<file path="config.mk">
export PLATFORM = sky130hd
export DESIGN_NAME = cpu_sram_arbiter_flat
export DESIGN_NICKNAME = d
export VERILOG_FILES = /design/src/rtl/cpu_bus_pkg.sv /design/src/rtl/cpu_sram_arbiter_if.sv /design/src/rtl/cpu_arb_pick.sv /design/src/rtl/cpu_sram_arbiter.sv /design/src/flat_wrapper.sv
export SDC_FILE = /design/constraint.sdc
export NUM_CORES = 1
export LEC_CHECK = 0
export ABC_AREA = 1
export CAP_MARGIN = 5
export CORE_AREA = 2 2 112 114
export DETAILED_ROUTE_END_ITERATION = 8
export DIE_AREA = 0 0 114 116
export GPL_TIMING_DRIVEN = 0
export MAX_ROUTING_LAYER = met4
export PLACE_DENSITY = 0.55
export SYNTH_ARGS = -nofsm -noshare
export SYNTH_HDL_FRONTEND = slang
export SYNTH_SLANG_ARGS = --single-unit
</file>
<file path="constraint.sdc">
create_clock -name clk -period 2.35 [get_ports clk]
set_input_delay 0.235 -clock clk [delete_from_list [all_inputs] [get_ports clk]]
set_output_delay 0.235 -clock clk [all_outputs]
set_load 0.01 [all_outputs]
</file>
<file path="src/rtl/cpu_bus_pkg.sv">
// cpu_bus_pkg
//   Shared types and constants for the CPU-side SRAM arbiter.
//   owner_e      : which requester owns the access currently in flight
//   arb_state_e  : arbiter FSM state (IDLE = nothing outstanding, BUSY = one access outstanding)
//   MEM_LAT_MAX  : largest supported SRAM completion latency
//   CNT_W        : width of the latency down-counter (must hold MEM_LAT_MAX)
//   STARVE_W     : width of the fetch-starvation counter
//   sat_inc      : saturating increment used by the starvation counter
package cpu_bus_pkg;

  typedef enum logic [1:0] {
    OWN_NONE = 2'd0,
    OWN_INST = 2'd1,
    OWN_DATA = 2'd2
  } owner_e;

  typedef enum logic {
    ARB_IDLE = 1'b0,
    ARB_BUSY = 1'b1
  } arb_state_e;

  localparam int MEM_LAT_MAX = 4;
  localparam int CNT_W       = 3;
  localparam int STARVE_W    = 4;

  // Increment v, but never beyond lim.
  function automatic logic [STARVE_W-1:0] sat_inc(input logic [STARVE_W-1:0] v,
                                                  input logic [STARVE_W-1:0] lim);
    return (v >= lim) ? v : v + 1'b1;
  endfunction

endpackage

</file>
<file path="src/rtl/cpu_sram_arbiter_if.sv">
// cpu_sram_arbiter_if
//   Bundles the fetch port, the load/store port and the SRAM port of the
//   arbiter.
//   slave  : the arbiter's view (takes requests, drives acceptance/responses and SRAM controls)
//   master : the environment's view (CPU pipeline stages plus the SRAM model)
//
//   Handshake: a requester raises *_req with a stable payload and holds both
//   until *_addr_ok is seen high in the same cycle; that cycle is the
//   transfer. Dropping *_req before *_addr_ok withdraws the request and
//   nothing is remembered. *_data_ok is a one-cycle pulse MEM_LAT cycles
//   after the transfer and carries *_rdata; it cannot be back-pressured.
interface cpu_sram_arbiter_if;
  // fetch port
  logic        inst_req;
  logic [31:0] inst_addr;
  logic        inst_addr_ok;
  logic        inst_data_ok;
  logic [31:0] inst_rdata;
  // load/store port
  logic        data_req;
  logic        data_wr;
  logic [3:0]  data_wstrb;
  logic [31:0] data_addr;
  logic [31:0] data_wdata;
  logic        data_addr_ok;
  logic        data_data_ok;
  logic [31:0] data_rdata;
  // SRAM port
  logic        mem_en;
  logic [3:0]  mem_we;
  logic [31:0] mem_addr;
  logic [31:0] mem_wdata;
  logic [31:0] mem_rdata;

  modport slave (
    input  inst_req, inst_addr,
    output inst_addr_ok, inst_data_ok, inst_rdata,
    input  data_req, data_wr, data_wstrb, data_addr, data_wdata,
    output data_addr_ok, data_data_ok, data_rdata,
    output mem_en, mem_we, mem_addr, mem_wdata,
    input  mem_rdata
  );

  modport master (
    output inst_req, inst_addr,
    input  inst_addr_ok, inst_data_ok, inst_rdata,
    output data_req, data_wr, data_wstrb, data_addr, data_wdata,
    input  data_addr_ok, data_data_ok, data_rdata,
    input  mem_en, mem_we, mem_addr, mem_wdata,
    output mem_rdata
  );
endinterface

</file>
<file path="src/rtl/cpu_arb_pick.sv">
// cpu_arb_pick
//   Combinational two-way grant select. Data wins ties unless the fetch side
//   has been passed over STARVE_LIMIT times in a row (starve_hit).
//   inst_req, data_req : live requests
//   slot_free          : the SRAM can take a new access this cycle
//   starve_hit         : starvation counter has reached its limit
//   gnt_inst, gnt_data : one-hot (or zero) grant
module cpu_arb_pick (
  input  logic inst_req,
  input  logic data_req,
  input  logic slot_free,
  input  logic starve_hit,
  output logic gnt_inst,
  output logic gnt_data
);

  always_comb begin
    gnt_inst = 1'b0;
    gnt_data = 1'b0;
    if (slot_free) begin
      if (inst_req && data_req) begin
        if (starve_hit) gnt_inst = 1'b1;
        else            gnt_data = 1'b1;
      end else if (data_req) begin
        gnt_data = 1'b1;
      end else if (inst_req) begin
        gnt_inst = 1'b1;
      end
    end
  end

endmodule

</file>
<file path="src/rtl/cpu_sram_arbiter.sv">
// cpu_sram_arbiter
//   Shares one single-port synchronous SRAM between instruction fetch and
//   data access. At most one access is in flight; a new one may be granted
//   in the same cycle the previous one completes, so MEM_LAT=1 streams one
//   access per cycle. Data has priority; a starvation counter forces a
//   fetch grant after STARVE_LIMIT consecutive data grants that bypassed a
//   waiting fetch.
//   Parameters: STARVE_LIMIT (1..15), MEM_LAT (1..MEM_LAT_MAX)
//   clk, resetn    : clock, asynchronous active-low reset
//   bus            : fetch / load-store / SRAM signals (cpu_sram_arbiter_if.slave)
//   dbg_state      : FSM state
//   dbg_owner      : owner of the access in flight
//   dbg_cnt        : cycles left until the in-flight access completes
//   dbg_starve_cnt : consecutive data grants while fetch was waiting
module cpu_sram_arbiter
  import cpu_bus_pkg::*;
#(
  parameter int STARVE_LIMIT = 4,
  parameter int MEM_LAT      = 1
) (
  input  logic                clk,
  input  logic                resetn,
  cpu_sram_arbiter_if.slave   bus,
  output arb_state_e          dbg_state,
  output owner_e              dbg_owner,
  output logic [CNT_W-1:0]    dbg_cnt,
  output logic [STARVE_W-1:0] dbg_starve_cnt
);

  localparam logic [CNT_W-1:0]    LAT_CNT   = CNT_W'(MEM_LAT);
  localparam logic [CNT_W-1:0]    CNT_ONE   = CNT_W'(1);
  localparam logic [STARVE_W-1:0] STARVE_LIM = STARVE_W'(STARVE_LIMIT);

  arb_state_e          state_q, state_d;
  owner_e              owner_q, owner_d;
  logic [CNT_W-1:0]    cnt_q, cnt_d;
  logic [STARVE_W-1:0] starve_q, starve_d;

  logic inst_req_g;
  logic data_req_g;
  logic completing;
  logic slot_free;
  logic gnt_inst;
  logic gnt_data;

  // Requests are masked while reset is held so that every output, including
  // the combinational addr_ok and mem_* paths, reads 0 during reset.
  assign inst_req_g = bus.inst_req & resetn;
  assign data_req_g = bus.data_req & resetn;

  // The in-flight access finishes this cycle, which also frees the slot for
  // a back-to-back grant.
  assign completing = (state_q == ARB_BUSY) && (cnt_q == CNT_ONE);
  assign slot_free  = (state_q == ARB_IDLE) || completing;

  cpu_arb_pick u_pick (
    .inst_req   (inst_req_g),
    .data_req   (data_req_g),
    .slot_free  (slot_free),
    .starve_hit (starve_q == STARVE_LIM),
    .gnt_inst   (gnt_inst),
    .gnt_data   (gnt_data)
  );

  // ---------------------------------------------------------------------
  // State register
  // ---------------------------------------------------------------------
  always_ff @(posedge clk or negedge resetn) begin
    if (!resetn) begin
      state_q  <= ARB_IDLE;
      owner_q  <= OWN_NONE;
      cnt_q    <= '0;
      starve_q <= '0;
    end else begin
      state_q  <= state_d;
      owner_q  <= owner_d;
      cnt_q    <= cnt_d;
      starve_q <= starve_d;
    end
  end

  // ---------------------------------------------------------------------
  // Next state
  // ---------------------------------------------------------------------
  always_comb begin
    state_d  = state_q;
    owner_d  = owner_q;
    cnt_d    = cnt_q;
    starve_d = starve_q;

    if (state_q == ARB_BUSY) begin
      cnt_d = cnt_q - CNT_ONE;
    end

    if (completing) begin
      state_d = ARB_IDLE;
      owner_d = OWN_NONE;
    end

    // A grant overrides the completion bookkeeping above.
    if (gnt_inst || gnt_data) begin
      state_d = ARB_BUSY;
      owner_d = gnt_data ? OWN_DATA : OWN_INST;
      cnt_d   = LAT_CNT;
    end

    // Starvation only accumulates while fetch is actually waiting; any
    // cycle without a fetch request, or a fetch grant, clears it.
    if (!inst_req_g || gnt_inst) begin
      starve_d = '0;
    end else if (gnt_data) begin
      starve_d = sat_inc(starve_q, STARVE_LIM);
    end
  end

  // ---------------------------------------------------------------------
  // Request side: acceptance and SRAM command
  // ---------------------------------------------------------------------
  always_comb begin
    bus.inst_addr_ok = gnt_inst;
    bus.data_addr_ok = gnt_data;
    bus.mem_en       = gnt_inst | gnt_data;
    bus.mem_we       = 4'b0000;
    bus.mem_addr     = 32'h0;
    bus.mem_wdata    = 32'h0;
    if (gnt_data) begin
      bus.mem_we    = bus.data_wr ? bus.data_wstrb : 4'b0000;
      bus.mem_addr  = bus.data_addr;
      bus.mem_wdata = bus.data_wdata;
    end else if (gnt_inst) begin
      bus.mem_addr  = bus.inst_addr;
    end
  end

  // ---------------------------------------------------------------------
  // Response side: decoded from registered state only
  // ---------------------------------------------------------------------
  always_comb begin
    bus.inst_data_ok = completing && (owner_q == OWN_INST);
    bus.data_data_ok = completing && (owner_q == OWN_DATA);
    bus.inst_rdata   = bus.inst_data_ok ? bus.mem_rdata : 32'h0;
    bus.data_rdata   = bus.data_data_ok ? bus.mem_rdata : 32'h0;
  end

  assign dbg_state      = state_q;
  assign dbg_owner      = owner_q;
  assign dbg_cnt        = cnt_q;
  assign dbg_starve_cnt = starve_q;

endmodule

</file>
<file path="src/flat_wrapper.sv">
// flat-port wrapper written by rule: the top's interface ports become plain ports
module cpu_sram_arbiter_flat import cpu_bus_pkg::*;
#(
  parameter int STARVE_LIMIT = 4,
  parameter int MEM_LAT      = 1
)
  (clk, resetn, dbg_state, dbg_owner, dbg_cnt, dbg_starve_cnt, bus_inst_req, bus_inst_addr, bus_inst_addr_ok, bus_inst_data_ok, bus_inst_rdata, bus_data_req, bus_data_wr, bus_data_wstrb, bus_data_addr, bus_data_wdata, bus_data_addr_ok, bus_data_data_ok, bus_data_rdata, bus_mem_en, bus_mem_we, bus_mem_addr, bus_mem_wdata, bus_mem_rdata);
  cpu_sram_arbiter_if bus_i ();
  input  logic clk;
  input  logic resetn;
  output arb_state_e dbg_state;
  output owner_e dbg_owner;
  output logic [CNT_W-1:0] dbg_cnt;
  output logic [STARVE_W-1:0] dbg_starve_cnt;
  input wire logic [$bits(bus_i.inst_req)-1:0] bus_inst_req;
  input wire logic [$bits(bus_i.inst_addr)-1:0] bus_inst_addr;
  output wire logic [$bits(bus_i.inst_addr_ok)-1:0] bus_inst_addr_ok;
  output wire logic [$bits(bus_i.inst_data_ok)-1:0] bus_inst_data_ok;
  output wire logic [$bits(bus_i.inst_rdata)-1:0] bus_inst_rdata;
  input wire logic [$bits(bus_i.data_req)-1:0] bus_data_req;
  input wire logic [$bits(bus_i.data_wr)-1:0] bus_data_wr;
  input wire logic [$bits(bus_i.data_wstrb)-1:0] bus_data_wstrb;
  input wire logic [$bits(bus_i.data_addr)-1:0] bus_data_addr;
  input wire logic [$bits(bus_i.data_wdata)-1:0] bus_data_wdata;
  output wire logic [$bits(bus_i.data_addr_ok)-1:0] bus_data_addr_ok;
  output wire logic [$bits(bus_i.data_data_ok)-1:0] bus_data_data_ok;
  output wire logic [$bits(bus_i.data_rdata)-1:0] bus_data_rdata;
  output wire logic [$bits(bus_i.mem_en)-1:0] bus_mem_en;
  output wire logic [$bits(bus_i.mem_we)-1:0] bus_mem_we;
  output wire logic [$bits(bus_i.mem_addr)-1:0] bus_mem_addr;
  output wire logic [$bits(bus_i.mem_wdata)-1:0] bus_mem_wdata;
  input wire logic [$bits(bus_i.mem_rdata)-1:0] bus_mem_rdata;
  assign bus_i.inst_req = bus_inst_req;
  assign bus_i.inst_addr = bus_inst_addr;
  assign bus_inst_addr_ok = bus_i.inst_addr_ok;
  assign bus_inst_data_ok = bus_i.inst_data_ok;
  assign bus_inst_rdata = bus_i.inst_rdata;
  assign bus_i.data_req = bus_data_req;
  assign bus_i.data_wr = bus_data_wr;
  assign bus_i.data_wstrb = bus_data_wstrb;
  assign bus_i.data_addr = bus_data_addr;
  assign bus_i.data_wdata = bus_data_wdata;
  assign bus_data_addr_ok = bus_i.data_addr_ok;
  assign bus_data_data_ok = bus_i.data_data_ok;
  assign bus_data_rdata = bus_i.data_rdata;
  assign bus_mem_en = bus_i.mem_en;
  assign bus_mem_we = bus_i.mem_we;
  assign bus_mem_addr = bus_i.mem_addr;
  assign bus_mem_wdata = bus_i.mem_wdata;
  assign bus_i.mem_rdata = bus_mem_rdata;
  cpu_sram_arbiter #(.STARVE_LIMIT(STARVE_LIMIT), .MEM_LAT(MEM_LAT)) u_core (.clk(clk), .resetn(resetn), .bus(bus_i), .dbg_state(dbg_state), .dbg_owner(dbg_owner), .dbg_cnt(dbg_cnt), .dbg_starve_cnt(dbg_starve_cnt));
endmodule
</file>
==> impl_results.md <==
* Reg-to-Reg Start: u_core.dbg_starve_cnt[1]
* Final Wtd Congestion at roughly 0.75
* Core Region at 11910 sq um
* EDFF count, synth at 0
* Diode count at 0
* Distinct cells, synth at 20
* CP Data Required Time at between 2 and 2.5 ns
* Crit Path Class: flip-flop to primary output
* Via/cell ratio at just under 4
* P_leak at approximately 0.0036 uW
* Non-Filler Instances at roughly 800
* Die ar. at approximately 13000 sq um
* Synth top area share at approximately 25%
* Fraction of layout cells with a size suffix above 1 at about 8.3%
* Crit-path cells: inv_2, ha_4, nand2_2, nand2_2, nand3_4, buf_6, nor2_1, clkdlybuf4s50_1
* Filler instances at roughly 1300
* Fin. Hold Viols at 0
* WL per Instance at 12.79 um
* Critical Path Source: u_core.dbg_cnt[1]
* F_max at around 0.44 GHz
* Hold depth at 5
* Seq/Total Area, Yosys at approximately 14%
* Final clock skew at 0.0003511 ns
* Status: completed
* Site Rows at 40
* Clk root buf: clkbuf_16
* CTS Buf Count at 3
* Post-synth top flop: dfrtp_1
* Initial antenna violation count at 0
* Cell repeated most along the worst path: nand2_2
* Synth Register Bits at 10
* Crit-path slowest cell: clkdlybuf4s50_1
* Reg2Reg Depth at 7
* Tightest Hold Check Type: primary input to flip-flop
* Yosys top cell by area: nand2_1
* Total global routing overflow at 0
* RSZ-0062 raised after global routing: false
* Critical path arrival at 2.03 ns
* Most frequent cell after synthesis: nand2_1
* Clk_lat worst skew at roughly 0.23 ns
* Mean post-synth cell area at slightly below 5 sq um
* Crit. End Element: primary output
* MaxCap Viol Count at 0
* Syn nets at 495
* Num ports at between 200 and 300
* Total power at around 2300 uW
* Largest net degree at the start of global routing at 11
* Core Util, Final at 42.61%
* Layout Nets at 790
* Maximum clock path buffer count at 2
* Antenna Nets Post-Route at 0
* All-layer global routing usage at between 10 and 15%
* DPL Wire Length at ~8700 um
* Final period util at about 96%
* Crit path time final at around 2.3 ns
* Post-synth ARST share at 100.0%
* Place WS at -0.4192 ns
* Final WS setup at 0.08724 ns
* Post-route DRC at 0
* Final Slew Violations at 0
* Router iterations before antenna repair at 4
* Area contributors post-synth: nand2_1, nor2_1, inv_1, dfrtp_1, nor2_2
* Cells after Synth at around 350
* Synth warn at 0
* Cell total after placement at between 700 and 800
* Via count at slightly above 3000
* # port buffers at between 200 and 300
* Setup TNS at 0 ns
* Final setup viols at 0
* Die height at 116 um
* CP max FO at 10
* Chip width at roughly 110 um
* Hold_sp: resetn
* Global-route wire length before repair at about 14000 um
* 1st-iter DRT viols at ~110
* Multi-input gate area at 1100 sq um
* Slew HR at ~68%
* Peak supply drop at roughly 0.00041 V
* Reg clk slew, reported paths at about 0.04 ns
* Vias in the first global route at 2772
* Synthesized area at roughly 1700 sq um
* List of most frequent post-synthesis cells: nand2_1, nor2_1, inv_1, dfrtp_1, nor2_2
* CTS sink count at 10
* Max H-tree Level at 1
* Area Overhead vs Synth at 190.8%
* Final wirelength at between 10000 and 15000 um
* Sequential Area at 251.5 sq um
* CTS tree: built
* Starting density of the core at roughly 15%
* Slew of the pin with the lowest slew margin at approximately 0.48 ns
* Max stage delay on crit path at 0.55 ns
* Startpoint Class: flip-flop
* Pwr dens at 456.8 nW/um^2
-- cell usage in the layout, fill, tap and decap left out, types with 2 or more instances in the layout --
cell type        Yosys  layout
nand2_1            115     115
a21oi_1              4       4
clkbuf_16            0       3
inv_1               76      74
buf_4                7       9
nor2_2              10      10
nor2_1              97      96
dlymetal6s2s_1       0      63
nand3_1              2       2
buf_6                2       9
ha_1                 4       3
clkdlybuf4s50_1      0     182
nand4_1              5       5
buf_2                8       2
inv_2                4       4
nand2_2              3       3
dfrtp_1             10       9
dlygate4sd2_1        0      37
nand3_4              2       2
clkbuf_4             0       3
-- kinds of logic (layout without fill, tap and decap cells) --
logic type	after synthesis	after routing	synth area share, %
AND/OR/NAND/NOR	236	236	56.27
buffers and inverters	97	390	23.80
flip-flops	10	10	14.34
AO/OA/AOI/OAI	5	5	1.649
adder cells (fa/ha/maj)	4	4	2.867
XOR/XNOR	1	1	0.5019
multiplexers	1	1	0.5735
-- cell type report --
class,count,area share (%)
Buffer,17,3.082
Clock buffer,3,1.479
Inverter,80,6.065
Multi-Input combinational cell,247,21.67
Sequential cell,10,4.956
Tap cell,147,3.624
Timing Repair Buffer,290,59.12
-- per-layer routing --
| metal | vias up | part of all wire, % | global-route usage (%) |
|---|---|---|---|
| met5 | - | 0 | - |
| met4 | 0 | 0.26 | 1.545 |
| li1 | 1585 | - | - |
| met3 | 4 | 8.1 | 2.040 |
| met2 | 162 | 55 | 26.31 |
| met1 | 1355 | 37 | 14.65 |
-- registers in the layout, summed over array words and instances, names as in the netlist --
register,count
u_core.dbg_starve_cnt,4
u_core.dbg_cnt,3
u_core.dbg_owner,2
u_core.dbg_state,1
-- metrics by stage --
stage	cell area, sq um	hold WS [ns]
5_1_grt	5075	0.5168
3_5_place_dp	4762	0.5448
3_3_place_gp	4762	0.5342
2_1_floorplan	1745	-0.06059
6_report	5075	0.5041
4_1_cts	4868	0.4932
-- critical path: cells and delay by family, from the launching register on --
kind	cells	cell delay, ns
and+or+nand+nor	4	0.45
adders and majority gates	1	0.15
DFF	1	0.38
buffers and inverters	3	0.82
-- where the power goes --
part	switching, uW	internal, uW
Clock	73.7	220
Combinational	830	916
Sequential	51.1	227
-- final timing paths --
| path | to | slack [ns] |
|---|---|---|
| worst min register to register | u_core.dbg_owner[0] | 0.55 |
| worst max-delay path | bus_mem_wdata[25] | 0.09 |
| worst max register to register | u_core.dbg_owner[1] | 0.79 |
| worst min-delay path | u_core.dbg_starve_cnt[1] | 0.50 |
| min in group asynchronous | u_core.dbg_starve_cnt[1] | 0.62 |
| max in group asynchronous | u_core.dbg_cnt[0] | 1.37 |
-- what timing repair did --
action / CTS / global route
endpoints found under the hold margin: 10 / 0
setup buffers: 2 / 4
resized for setup: 56 / 71
setup endpoints to repair: 131 / 99
pin swaps: 1 / 1
hold buffers: 1 / 0
No activity file was read; power rests on OpenSTA's default activity.
